$ cat config.mk
export PLATFORM = sky130hd
export DESIGN_NAME = pool2x2_stream_engine
export DESIGN_NICKNAME = d
export VERILOG_FILES = /design/src/rtl/pool2x2_stream_engine.sv
export SDC_FILE = /design/constraint.sdc
export NUM_CORES = 1
export LEC_CHECK = 0
export CORE_MARGIN = 2
export CORE_UTILIZATION = 65
export CTS_BUF_LIST = sky130_fd_sc_hd__clkbuf_8
export CTS_CLUSTER_DIAMETER = 120
export CTS_CLUSTER_SIZE = 25
export DETAILED_ROUTE_END_ITERATION = 10
export GPL_TIMING_DRIVEN = 0
export PLACE_DENSITY = 0.9
export SLEW_MARGIN = 20
export SYNTH_ARGS = -nofsm -noshare
export SYNTH_HDL_FRONTEND = slang
export SYNTH_SLANG_ARGS = --single-unit
$ cat constraint.sdc
create_clock -name clk -period 12.4 [get_ports clk]
set_input_delay 2.48 -clock clk [delete_from_list [all_inputs] [get_ports clk]]
set_output_delay 2.48 -clock clk [all_outputs]
set_load 0.02 [all_outputs]
$ cat src/rtl/pool2x2_stream_engine.sv
`default_nettype none
// ============================================================================
// Module   : pool2x2_stream_engine
// Brief    : 2x2 stride-2 max/average pooling over a channel-interleaved
//            raster stream with ready/valid handshake on both sides.
// Revision : 1.0 - initial release
// ============================================================================
module pool2x2_stream_engine #(
    parameter int DATA_W     = 8,
    parameter int MAP_WIDTH  = 28,
    parameter int MAP_HEIGHT = 28,
    parameter int CHANNELS   = 1
) (
    input  logic                     clk,
    input  logic                     rst,
    input  logic                     mode_i,
    input  logic                     in_valid_i,
    output logic                     in_ready_o,
    input  logic signed [DATA_W-1:0] in_data_i,
    output logic                     out_valid_o,
    input  logic                     out_ready_i,
    output logic signed [DATA_W-1:0] out_data_o,
    output logic                     out_last_o,
    output logic                     frame_done_o
);

    localparam int c_ch_w     = (CHANNELS > 1) ? $clog2(CHANNELS) : 1;
    localparam int c_col_w    = $clog2(MAP_WIDTH);
    localparam int c_row_w    = $clog2(MAP_HEIGHT);
    localparam int c_lb_depth = (MAP_WIDTH / 2) * CHANNELS;
    localparam int c_idx_w    = (c_lb_depth > 1) ? $clog2(c_lb_depth) : 1;

    localparam logic [c_ch_w-1:0]  c_ch_last  = c_ch_w'(CHANNELS - 1);
    localparam logic [c_col_w-1:0] c_col_last = c_col_w'(MAP_WIDTH - 1);
    localparam logic [c_row_w-1:0] c_row_last = c_row_w'(MAP_HEIGHT - 1);
    // The last complete window ends on the last odd column/row; an odd
    // trailing column or row is consumed without producing output.
    localparam logic [c_col_w-1:0] c_col_win_last = c_col_w'(2 * (MAP_WIDTH / 2) - 1);
    localparam logic [c_row_w-1:0] c_row_win_last = c_row_w'(2 * (MAP_HEIGHT / 2) - 1);

    logic [c_ch_w-1:0]        ch_q, ch_d;
    logic [c_col_w-1:0]       col_q, col_d;
    logic [c_row_w-1:0]       row_q, row_d;
    logic                     mode_q;
    logic                     out_valid_q;
    logic signed [DATA_W-1:0] out_data_q;
    logic                     out_last_q;
    logic                     frame_done_q;

    logic signed [DATA_W-1:0] hold_q [CHANNELS];
    logic signed [DATA_W:0]   lb_q   [c_lb_depth];

    logic                     w_accept;
    logic                     w_complete;
    logic                     w_frame_last;
    logic [c_idx_w-1:0]       w_lb_idx;
    logic signed [DATA_W-1:0] w_hold;
    logic signed [DATA_W-1:0] w_max2;
    logic signed [DATA_W-1:0] w_max_fin;
    logic signed [DATA_W-1:0] w_result;
    logic signed [DATA_W:0]   w_lb;
    logic signed [DATA_W:0]   w_sum2;
    logic signed [DATA_W:0]   w_part;
    logic signed [DATA_W+1:0] w_sum4;

    assign in_ready_o   = !out_valid_q || out_ready_i;
    assign w_accept     = in_valid_i && in_ready_o;
    assign w_complete   = w_accept && col_q[0] && row_q[0];
    assign w_frame_last = (ch_q == c_ch_last) && (col_q == c_col_win_last)
                          && (row_q == c_row_win_last);

    always_comb begin
        ch_d  = ch_q;
        col_d = col_q;
        row_d = row_q;
        if (w_accept) begin
            if (ch_q == c_ch_last) begin
                ch_d = '0;
                if (col_q == c_col_last) begin
                    col_d = '0;
                    row_d = (row_q == c_row_last) ? '0 : row_q + 1'b1;
                end else begin
                    col_d = col_q + 1'b1;
                end
            end else begin
                ch_d = ch_q + 1'b1;
            end
        end
    end

    always_comb begin
        w_lb_idx = '0;
        if (col_q[0]) begin
            w_lb_idx = c_idx_w'(int'(col_q >> 1) * CHANNELS + int'(ch_q));
        end
        w_hold    = hold_q[ch_q];
        w_lb      = lb_q[w_lb_idx];
        w_max2    = (w_hold > in_data_i) ? w_hold : in_data_i;
        w_sum2    = {w_hold[DATA_W-1], w_hold} + {in_data_i[DATA_W-1], in_data_i};
        w_part    = mode_q ? w_sum2 : {w_max2[DATA_W-1], w_max2};
        w_max_fin = (w_lb > w_part) ? w_lb[DATA_W-1:0] : w_max2;
        w_sum4    = {w_sum2[DATA_W], w_sum2} + {w_lb[DATA_W], w_lb};
        // Arithmetic shift floors toward -inf; a 4-sample mean always fits DATA_W.
        w_result  = mode_q ? DATA_W'(w_sum4 >>> 2) : w_max_fin;
    end

    always_ff @(posedge clk) begin
        if (rst) begin
            ch_q         <= '0;
            col_q        <= '0;
            row_q        <= '0;
            mode_q       <= 1'b0;
            out_valid_q  <= 1'b0;
            out_data_q   <= '0;
            out_last_q   <= 1'b0;
            frame_done_q <= 1'b0;
        end else begin
            ch_q  <= ch_d;
            col_q <= col_d;
            row_q <= row_d;
            if (w_accept && (ch_q == '0) && (col_q == '0) && (row_q == '0)) begin
                mode_q <= mode_i;
            end
            frame_done_q <= out_valid_q && out_ready_i && out_last_q;
            if (w_complete) begin
                out_valid_q <= 1'b1;
                out_data_q  <= w_result;
                out_last_q  <= w_frame_last;
            end else if (out_ready_i) begin
                out_valid_q <= 1'b0;
                out_last_q  <= 1'b0;
            end
        end
    end

    // Window storage needs no reset: every entry is written before it is read.
    always_ff @(posedge clk) begin
        if (w_accept) begin
            if (!col_q[0]) begin
                hold_q[ch_q] <= in_data_i;
            end else if (!row_q[0]) begin
                lb_q[w_lb_idx] <= w_part;
            end
        end
    end

    assign out_valid_o  = out_valid_q;
    assign out_data_o   = out_data_q;
    assign out_last_o   = out_last_q;
    assign frame_done_o = frame_done_q;

endmodule
`default_nettype wire

# Word level (Yosys, flattened, before mapping)
# Memories as Yosys holds them, arrays and structs flattened.
# Index checks and enable logic that the tools add are counted.
[word_totals]
regBits = 23
mem_bits_rw = 134
in_bits = 13
output_inout_bits = 12
word_cells = 56
mem_count = 2
[memory_table]
columns = ["memory", "words", "word_bits", "read_ports", "rd_clocked_by_memory_dff", "wr", "line", "source"]
rows = [
  ["lb_q", 14, 9, 1, 0, 1, "51", "logic signed [DATA_W:0] lb_q [c_lb_depth];"],
  ["hold_q", 1, 8, 1, 0, 1, "50", "logic signed [DATA_W-1:0] hold_q [CHANNELS];"],
]
[classes]
n_addsub = 6
n_lt_le_gt_ge = 2
n_eq_ne = 2
n_mux = 18
bitwise = 1
n_reduce_logical = 17
[ops]
columns = ["op", "count"]
rows = [
  ["two-way mux 8 bit", 3],
  ["two-way mux 1 bit", 11],
  ["adder 5 x 1 -> 5 bit (second input constant)", 2],
  ["adder 9 x 9 -> 10 bit", 1],
  ["== test 5 bit (second input constant)", 2],
  ["logical AND 1 bit", 10],
  ["logical NOT 5 bit", 2],
  ["two-way mux 5 bit", 2],
  ["adder 8 x 8 -> 9 bit", 1],
  ["> comparator 9 bit", 1],
  ["two-way mux 9 bit", 1],
  ["> comparator 8 bit", 1],
  ["adder 4 x 1 -> 4 bit", 1],
  ["two-way mux 4 bit", 1],
  ["AND reduction 3 bit", 1],
  ["AND reduction 2 bit", 1],
  ["nonzero test 2 bit", 1],
  ["adder 1 bit (second input constant)", 1],
  ["logical NOT 1 bit", 1],
  ["logical OR 1 bit", 1],
  ["inverter 1 bit", 1],
]

# Longest topological paths before layout
# Gate-level depths: netlist of run 1.
[logic_depth]
ltp_word = 6
ltp_mapped = 18
ltp_nobuf = 17

# Least setup slack after synthesis of run 1
# No wires, ideal clock.
[synth_timing]
path_type = "in2reg"
start = "in in_data_i[6]"
end = "reg out_data_q[3], in the netlist out_data_o[3]"
setup_time_ns = 0.119
arrival_ns = 6.186
required_time_ns = 12.281
slack_ns = 6.095
stages = 18
n_path_buf = 1
path_cell_list = "inv_1 ha_1 a211o_1 a211oi_4 a211oi_2 or2_1 buf_6 mux2_4 nor2_1 a21oi_1 ha_1 nor2b_1 o31ai_1 a21oi_1 o221ai_2 o211ai_1 a31o_1 o221a_2"
[synth_via]
elab_chain_cells = 6
word_cells_on_any_way = 7
cone_classes = "add/sub (1); order compare (2); mux (4)"
[synth_lines]
columns = ["element", "line", "source"]
rows = [
  ["from (decl)", "19", "input logic signed [DATA_W-1:0] in_data_i,"],
  ["> comparator 8 bit", "98", "w_max2 = (w_hold > in_data_i) ? w_hold : in_data_i;"],
  ["two-way mux 8 bit", "98", ""],
  ["two-way mux 9 bit", "100", "w_part = mode_q ? w_sum2 : {w_max2[DATA_W-1], w_max2};"],
  ["via w_part[0]", "63", "logic signed [DATA_W:0] w_part;"],
  ["> comparator 9 bit", "101", "w_max_fin = (w_lb > w_part) ? w_lb[DATA_W-1:0] : w_max2;"],
  ["two-way mux 8 bit", "101", ""],
  ["two-way mux 8 bit", "104", "w_result = mode_q ? DATA_W'(w_sum4 >>> 2) : w_max_fin;"],
  ["to (signal assigned)", "127", "out_data_q <= w_result;"],
  ["to (decl)", "46", "logic signed [DATA_W-1:0] out_data_q;"],
]
# The timed path passes the listed nets, and every way through them passes these cells.
# A chain may end at the register's enable or synchronous reset.

# Worst setup path in the final report of run 1
[layout_timing]
start = "in in_data_i[6]"
end = "reg out_data_q[3], in the netlist out_data_o[3]"
[layout_via]
elab_chain_cells = 6
word_cells_on_any_way = 7
cone_classes = "add/sub (1); order compare (2); mux (4)"
[layout_lines]
columns = ["element", "line"]
rows = [
  ["> comparator 8 bit", "98"],
  ["two-way mux 8 bit", "98"],
  ["two-way mux 9 bit", "100"],
  ["> comparator 9 bit", "101"],
  ["two-way mux 8 bit *", "101"],
  ["two-way mux 8 bit *", "104"],
]
# Mark *: on every way between the ends. The rest lies on a longest branch, timed or not.

==> results.toml, run 1 <==
[drt]
top_layer = "met4"
wl_per_cell_um = 23.09
wirelength_um = 19210
antenna_left = 0
met1_length_um = 7131
dr.pass1.iters = 5
routed_via_density = 6.837
drt-initial-drc-count = 1016
met3WireLength_um = 1979
drc = 0
vias = 5688
route.met2.wl_um = 9254

[cts]
cts_buffers = 17
root_buffer = "clkbuf_8"
post_cts_buffers = 0
htreeDepth = 4
clk_latency_ps = 470
cts_buffer_depth = 2
cts_tree = "done"
post_cts_resized = 0
path_clk_slew_ps = 90
clock-sinks = 156
ctsHoldBuffers = 0

[cells_and_area]
stdcell_count = 832
area_growth_pct = 11.29
drive_above_1_share = 0.1445
nets = 723
antenna_cells = 0
nFillCells = 748

[synthesis]
synthArstFlopShare = 0
synth_cells = 621
synthFlopType = "edfxtp_1"
ys_seq_elements = 156
synth.largest_area_cell = "edfxtp_1"
yosysMostFrequentCell = "edfxtp_1"
avgSynthCellArea_um2 = 12.67
synth_area_mm2 = 0.007868
synth_top_cells_by_count = "edfxtp_1, nand2_1, nor2_1"
yosys_warnings = 0
synth.area.top_cells = "edfxtp_1, ha_1, dfxtp_1, mux4_2, mux2i_1"
yosysUniqueCellTypes = 75
yosysTopAreaCellShare = 0.5115
ys_seq_area_frac = 0.5674
synth.net_count = 672
synth_edf_count = 134

[timing]
holdWs_ps = 491.6
slew_violations = 0
fin_ws_ps = 5402
fin_crit_sh = 0.5643
slew-limit-headroom = 0.1933
rsz0062_at_grt = "false"
worst_slew_pin_slew_ps = 1206
min_period_ps = 6998
finalSetupViolCount = 0
worst_clock_skew_ps = 15.39
max_clock_freq_ghz = 0.1429
hold_violations = 0
tns_ps = 0

[worst_setup_path]
end_kind = "register"
crit_arrival_ps = 7360
cp-start-kind = "input port"
worstPathRequired_ps = 12770
cp_max_fo = 9
crit_type = "in2reg"

[pwr]
finalPower_uw = 1137
p_per_area_mw_per_mm2 = 129.8
peakVddDrop_mv = 0.1692
p_leak_uw = 0.003071

[placement]
gp_congestion = 0.9038
placed_cells = 800
hpwl_um = 13280
portBuffers = 24
place_ws_ps = 4664

[global_routing]
grt_pass1_wl_um = 29610
grt_pass1_vias = 5537
gr-total-overflow = 0
groute.usage.overall = 0.3080
grt_max_degree = 17
grt_antenna_before_repair = 0

[floorplan]
die_h_um = 114.0
ios = 25
initial_core_util = 0.6605
die_width_um = 114.0
core-area_mm2 = 0.01191
dieArea_mm2 = 0.01300
fp-row-count = 40

[status]
run_status = "complete, no violations"

[hold_path]
holdCritPathClass = "reg2reg"

[run]
drv_cap = 0
==> sequential cells by signal, summed over array words and instances (netlist names) <==
register and flops:
out_valid_o 1, frame_done_o 1, mode_q 1, lb_q 126
out_last_o 1, row_q 5, col_q 5, hold_q 8
out_data_o 8
==> power breakdown <==
| group | internal, µW | leakage (µW) | switching, µW |
|---|---|---|---|
| Sequential | 593 | 0.00139 | 3.32 |
| Clock | 142 | 0.000183 | 203 |
| Combinational | 71.3 | 0.00150 | 124 |
==> path summary, 6_finish.rpt <==
check                               start                          to  slack, ps  cells past startpoint
hold reg to reg   out_last_o$_SDFFE_PP0P_     frame_done_o$_SDFF_PP0_        490                      1
hold / removal    out_last_o$_SDFFE_PP0P_     frame_done_o$_SDFF_PP0_        490                      1
setup reg to reg    col_q[0]$_SDFFE_PP0P_  out_data_o[3]$_SDFFE_PP0P_       7380                     16
setup / recovery             in_data_i[6]  out_data_o[3]$_SDFFE_PP0P_       5400                     18
==> cell type report <==
cell class                      count  area (µm²)  share of cell area
Clock inverter                     15       117.6             0.01343
Clock buffer                       17       234.0             0.02672
Timing Repair Buffer               32       304.0             0.03472
Sequential cell                   156        4464              0.5099
Inverter                           29       108.9             0.01243
Buffer                             28       150.1             0.01715
Tap cell                          147       183.9             0.02101
Multi-Input combinational cell    408        3193              0.3647
==> kinds of logic (layout without fill, tap and decap cells) <==
| family | Yosys count | in the layout | synth area share |
|---|---|---|---|
| DFF | 156 | 156 | 0.5674 |
| xor gates and xnor gates | 8 | 8 | 0.008906 |
| AOI/OAI and AO/OA | 138 | 138 | 0.1264 |
| muxes | 45 | 45 | 0.08747 |
| adders and majority gates | 38 | 38 | 0.06139 |
| and+or+nand+nor | 179 | 179 | 0.1155 |
| buffers and inverters | 57 | 121 | 0.03292 |
==> routing by layer <==
| metal | vias up | track usage |
|---|---|---|
| li1 | 2499 | - |
| met1 | 2723 | 0.3911 |
| met2 | 370 | 0.4929 |
| met3 | 96 | 0.08820 |
| met4 | 0 | 0.1455 |
| met5 | - | 0 |
==> per-stage QoR <==
step	utilization	instance area, µm²
finish	0.7351	8756
global route	0.7351	8756
global placement	0.6961	8292
detailed placement	0.7045	8392
CTS	0.7340	8743
floorplan	-	7868
==> worst max-delay path: stages <==
cell and delay (ps):
clkdlybuf4s50_1 520, inv_1 100, ha_1 410, and3_1 270, o211ai_1 260, a211oi_2 430
or2_1 180, buf_6 120, a21oi_1 90, nand2_1 150, a21bo_2 240, ha_1 300
or4b_1 500, or2_1 270, o221ai_2 390, o211ai_1 180, a31o_1 250, o221a_2 220
==> cells in the final DEF, fill, tap and decap left out, drive strengths merged, types with 4 or more instances in the layout <==
cell type / n
a2111oi: 5
nand4: 7
clkinv: 10
nand2: 46
clkbuf: 32
ha: 37
o31ai: 5
nand3: 13
nor3: 19
o21a: 5
o22ai: 4
nand2b: 9
o21ai: 24
a211oi: 7
a21oi: 27
a22oi: 6
a211o: 6
xor2: 6
a21o: 8
nor2b: 5
and3: 10
a31oi: 6
buf: 21
mux2: 7
o211ai: 5
clkdlybuf4s50: 24
inv: 33
mux4: 18
o21bai: 5
edfxtp: 134
and2: 4
nor2: 42
and3b: 4
dfxtp: 22
mux2i: 20
Note: power is estimated with default switching activity, not from simulation.
==> run 2, diff against run 1 <==
Settings changed: CORE_UTILIZATION 65 to 64, PLACE_DENSITY 0.9 to 0.89.
Clock period 12.4 ns to 6.45 ns, I/O delays scaled along.
==> run 2 against run 1 <==
Wire length down 1.1%. Clock skew is 6.2 ps higher. Worst setup slack worse by 4800 ps. Clock power up 140%. Register-to-register slack worse by 6000 ps. Total power up 110%. Final cell count shrank 0.12%. Global-route usage shrank 0.50 points. Clock-buffer cell count is the same. Via count down 0.49%. Die area grew 1.5%. Utilization grew 0.20 points.
==> results.toml, run 2 (synthesized netlist as in run 1, its figures left out) <==
[worst_setup_path]
worstRegToRegCells = 14
cp-start-kind = "input port"
path_cells = "clkdlybuf4s50_1, inv_1, ha_1, a211o_1, a211oi_4, a211oi_2, or2_1, buf_6, mux2_4, nor2_1, a21oi_2, ha_1, nor2b_1, o31ai_1, a21oi_1, o221ai_2, o211ai_1, a31o_1, o221a_2"
slowest_delay_ps = 540
cp_max_fo = 15
r2r_slack_ps = 1430
path_buf_inv = 3
worstPathRequired_ps = 6800
cp.depth = 19
crit_slowest_cell = "clkdlybuf4s50_1"
crit-reg2reg-capture = "out_data_o[3]$_SDFFE_PP0P_"
crit_arrival_ps = 6220
crit_type = "in2reg"
critPathMostFrequentCell = "ha_1"
endpoint = "out_data_o[3]$_SDFFE_PP0P_"
end_kind = "register"
cp_top_family = "compound AO/OA/AOI/OAI gates"
r2r-start = "col_q[0]$_SDFFE_PP0P_"
crit_start = "in_data_i[6]"

[timing]
hold_violations = 0
slew-limit-headroom = 0.2453
worst_slew_pin_slew_ps = 1130
tns_ps = 0
fin_crit_sh = 0.9105
max_clock_freq_ghz = 0.1703
finalSetupViolCount = 0
worst_clock_skew_ps = 21.63
holdWs_ps = 488.9
rsz0062_at_grt = "false"
min_period_ps = 5873
slew_violations = 0

[cts]
root_buffer = "clkbuf_8"
ctsHoldBuffers = 0
cts_buffer_depth = 2
path_clk_slew_ps = 90
post_cts_buffers = 0
cts_buffers = 17
post_cts_resized = 0
clock-sinks = 156
htreeDepth = 4
cts_tree = "done"
clk_latency_ps = 470

[placement]
portBuffers = 24
gp_congestion = 0.9313
placed_cells = 800
hpwl_um = 13190
place_area_mm2 = 0.008396

[floorplan]
dieArea_mm2 = 0.01320
die_width_um = 114.9
die_h_um = 114.9
fp-row-count = 40
ios = 25
core-area_mm2 = 0.01201
initial_core_util = 0.6550

[pwr]
switching_share = 0.2622
peakVddDrop_mv = 0.2333
p_int_uw = 1738
seqPwrFrac = 0.487
comb_power_share = 0.161
p_sw_uw = 617.7
p_leak_uw = 0.003110
p_per_area_mw_per_mm2 = 266.1
clkPwrFrac = 0.353

[cells_and_area]
area_growth_pct = 12.53
stdcell_count = 831
top_register = "lb_q"
antenna_cells = 0
layout_commonest_cell = "edfxtp_1"
stdcell_area_mm2 = 0.008853
drive_above_1_share = 0.1404
seqCellArea_mm2 = 0.004464
final_cell_mix = "edfxtp_1, nand2_1, nor2_1"
nFillCells = 709
largest_register_ffs = 126
nets = 723
multi_input_comb_area_mm2 = 0.003189

[status]
run_status = "complete, no violations"

[drt]
wl_per_cell_um = 22.87
wirelength_um = 19010
vias = 5660
drt-initial-drc-count = 957
dr.pass1.iters = 5
routed_via_density = 6.811
drc = 0
antenna_left = 0

[global_routing]
grt_pass1_vias = 5584
use_met3 = 0.09014
gr-total-overflow = 0
gr-max-usage-layer = "met2"
met2_usage = 0.4710
grt_max_degree = 17
gr-usage-met1 = 0.3788
grt_pass1_wl_um = 29510
groute.usage.overall = 0.3030
grt_antenna_before_repair = 0

[run]
drv_cap = 0

[hold_path]
holdCritPathClass = "reg2reg"
==> run 2: cell types whose count changed in the layout (fill, tap and decap cells not counted), moves of 2 or more <==
cell,before,now
inv_8,3,1
clkinv_4,4,1
bufinv_16,0,5
clkinv_2,4,0
==> run 2: worst reg2reg max path, delay by kind of cell, from the launching register on <==
family                     cells  cell delay [ps]
AOI/OAI and AO/OA              6             1400
buffers and inverters          3              840
and+or+nand+nor                2              770
adders and majority gates      2              760
muxes                          1              590
DFF                            1              530
==> run 2: worst min path at each step <==
stage / from / endpoint / slack, ps / depth (start not counted)
after floorplan: row_q[1]$_SDFFE_PP0P_ / row_q[1]$_SDFFE_PP0P_ / 450 / 2
after global routing: row_q[1]$_SDFFE_PP0P_ / row_q[1]$_SDFFE_PP0P_ / 520 / 2
after global placement: row_q[1]$_SDFFE_PP0P_ / row_q[1]$_SDFFE_PP0P_ / 470 / 2
after detailed placement: row_q[1]$_SDFFE_PP0P_ / row_q[1]$_SDFFE_PP0P_ / 480 / 2
final: row_q[1]$_SDFFE_PP0P_ / row_q[1]$_SDFFE_PP0P_ / 490 / 2
after CTS: row_q[1]$_SDFFE_PP0P_ / row_q[1]$_SDFFE_PP0P_ / 490 / 2
==> run 2: metal layers <==
metal / vias to the layer above / share of wire / wire [µm]
li1: 2500 / - / -
met1: 2701 / 0.37 / 7096
met2: 368 / 0.48 / 9103
met3: 91 / 0.095 / 1799
met4: 0 / 0.053 / 1006
met5: - / 0 / 0
==> run 2: power groups by stage <==
stage / clock network (µW) / logic (µW) / registers (µW)
3_3_place_gp: 0 / 341 / 1170
5_1_grt: 879 / 410 / 1150
2_1_floorplan: 0 / 261 / 1170
4_1_cts: 839 / 366 / 1150
3_5_place_dp: 0 / 363 / 1170
6_report: 831 / 379 / 1150
==> run 2: metrics by stage <==
stage                       util  setup slack (ps)  total power (µW)
after global routing      0.7371             385.1              2435
after global placement    0.6903             113.5              1509
after floorplan                -              1335              1427
final                     0.7371             577.0              2356
after CTS                 0.7364             369.2              2351
after detailed placement  0.6990            -127.4              1532
==> run 2: final cells by class <==
class                      instances  area share
buffer                            28     0.01696
clock buffer                      17     0.02643
clock inverter                    14     0.02431
inverter                          29     0.01230
multi-input combinational        408      0.3602
sequential                       156      0.5042
tap                              147     0.02077
timing repair buffer              32     0.03477
==> run 3, diff against run 2 <==
Settings changed: CORE_UTILIZATION 64 to 40, PLACE_DENSITY 0.89 to 0.62.
==> run 3 against run 2 <==
Clock-buffer cell count did not move. Register-to-register slack barely moved. Combinational power barely moved. Worst setup slack got worse by 27 ps. Design area rose by 0.96%. Final cell count rose by 14%. Clock skew fell by 1.5 ps. Fmax fell by 0.45%. Clock power fell by 13%. Global-route usage fell by 11 points. Critical endpoint unchanged. Highest routed layer unchanged.
==> results.toml, run 3 (synthesized netlist as in run 1, its figures left out) <==
[cts]
htreeDepth = 4
cts_tree = "done"
ctsHoldBuffers = 0
clock-sinks = 156
cts_buffers = 17
post_cts_buffers = 0
path_clk_slew_ps = 90
clk_latency_ps = 460
post_cts_resized = 0
cts_buffer_depth = 2
root_buffer = "clkbuf_8"

[global_routing]
gr-total-overflow = 0
groute.usage.overall = 0.1973
grt_max_degree = 17
grt_antenna_before_repair = 0
grt_pass1_wl_um = 30330
grt_pass1_vias = 5261

[placement]
place_ws_ps = -153.3
hpwl_um = 13930
gp_congestion = 0.8441
portBuffers = 24
place_area_mm2 = 0.008549

[pwr]
peakVddDrop_mv = 0.1343
seqPwrFrac = 0.510
clkPwrFrac = 0.322
comb_power_share = 0.168
p_per_area_mw_per_mm2 = 251.4
p_int_uw = 1619
finalPower_uw = 2247
p_sw_uw = 628.1
p_leak_uw = 0.003076
switching_share = 0.2795

[timing]
fin_crit_sh = 0.9147
fin_ws_ps = 550.4
worst_clock_skew_ps = 20.14
holdWs_ps = 498.2
slew-limit-headroom = 0.2576
hold_violations = 0
slew_violations = 0
worst_slew_pin_slew_ps = 1109
min_period_ps = 5900
max_clock_freq_ghz = 0.1695
rsz0062_at_grt = "false"
finalSetupViolCount = 0

[cells_and_area]
nFillCells = 1766
drive_above_1_share = 0.1418
nets = 723
stdcell_area_mm2 = 0.008939
top_register = "lb_q"
largest_register_ffs = 126
final_cell_mix = "edfxtp_1, nand2_1, nor2_1"
antenna_cells = 0
area_growth_pct = 13.61
layout_commonest_cell = "edfxtp_1"

[worst_setup_path]
path_buf_inv = 3
cp.depth = 18
path_cells = "clkdlybuf4s50_1, inv_1, ha_1, and3_1, o211ai_1, a211oi_2, or2_1, buf_6, a21oi_1, nand2_1, a21bo_2, ha_1, or4b_1, or2_1, o221ai_2, o211ai_1, a31o_1, o221a_2"
crit_start = "in_data_i[6]"
crit_arrival_ps = 6260
slowest_delay_ps = 520
end_kind = "register"
crit-reg2reg-capture = "out_data_o[3]$_SDFFE_PP0P_"
worstRegToRegCells = 14
crit_slowest_cell = "clkdlybuf4s50_1"
cp-start-kind = "input port"
r2r_slack_ps = 1420
r2r-start = "col_q[0]$_SDFFE_PP0P_"
worstPathRequired_ps = 6810
crit_type = "in2reg"
cp_top_family = "compound AO/OA/AOI/OAI gates"
cp_max_fo = 9

[hold_path]
holdCritPathClass = "reg2reg"
hold_path_end = "row_q[1]$_SDFFE_PP0P_"
holdCritStartpoint = "row_q[1]$_SDFFE_PP0P_"
holdPathStages = 2

[floorplan]
initial_core_util = 0.4056
ios = 25
die_width_um = 144.2
core-area_mm2 = 0.01940
die_h_um = 144.2
dieArea_mm2 = 0.02081
fp-row-count = 51

[drt]
dr.pass1.iters = 6
drt-initial-drc-count = 527
drc = 0
routed_via_density = 5.825
antenna_left = 0
wirelength_um = 19860
vias = 5528
wl_per_cell_um = 20.93

[run]
drv_cap = 0

[status]
run_status = "complete, no violations"
run 3: final cells by class:
cell class | instances | area [µm²] | share of cell area
Tap cell | 265 | 331.6 | 0.03709
Inverter | 29 | 108.9 | 0.01218
Clock buffer | 17 | 234.0 | 0.02618
Multi-Input combinational cell | 408 | 3192 | 0.3571
Buffer | 28 | 150.1 | 0.01680
Clock inverter | 14 | 146.4 | 0.01638
Timing Repair Buffer | 32 | 311.5 | 0.03485
Sequential cell | 156 | 4464 | 0.4994
run 3: worst reg2reg max path, cell delays in order (launching register included):
cell,delay (ps)
dfxtp_1,520
ha_1,430
buf_6,250
buf_4,250
buf_2,350
mux4_2,580
o22ai_1,170
a21oi_1,180
ha_1,360
or4b_1,500
or2_1,270
o221ai_2,400
o211ai_1,200
a31o_1,270
o221a_2,220
run 3: worst max-delay path by stage:
| stage | endpoint | slack, ps |
|---|---|---|
| after floorplan | out_data_o[3]$_SDFFE_PP0P_ | 1330 |
| after global placement | out_data_o[3]$_SDFFE_PP0P_ | -40 |
| after detailed placement | out_data_o[3]$_SDFFE_PP0P_ | -150 |
| after CTS | out_data_o[3]$_SDFFE_PP0P_ | 350 |
| after global routing | out_data_o[3]$_SDFFE_PP0P_ | 310 |
| final | out_data_o[3]$_SDFFE_PP0P_ | 550 |
run 3: per-layer routing:
metal / up-vias / wire length, µm / global-route usage
met3: 30 / 1420 / 0.04868
met5: - / 0 / 0
met2: 215 / 9268 / 0.3130
met1: 2781 / 8762 / 0.2665
li1: 2502 / - / -
met4: 0 / 406 / 0.06694
run 3: stage by stage:
step                TNS (ps)    util  instances
CTS                        0  0.4603        949
global route               0  0.4608        949
detailed placement    -208.6  0.4407        918
global placement      -37.46  0.4350        910
floorplan                  0       -        621
finish                     0  0.4608        949
run 3: power groups by stage:
stage	Clock (µW)	Combinational, µW	Sequential [µW]
finish	724	378	1150
CTS	737	372	1150
global placement	0	358	1170
detailed placement	0	370	1170
global route	776	414	1150
floorplan	0	261	1170
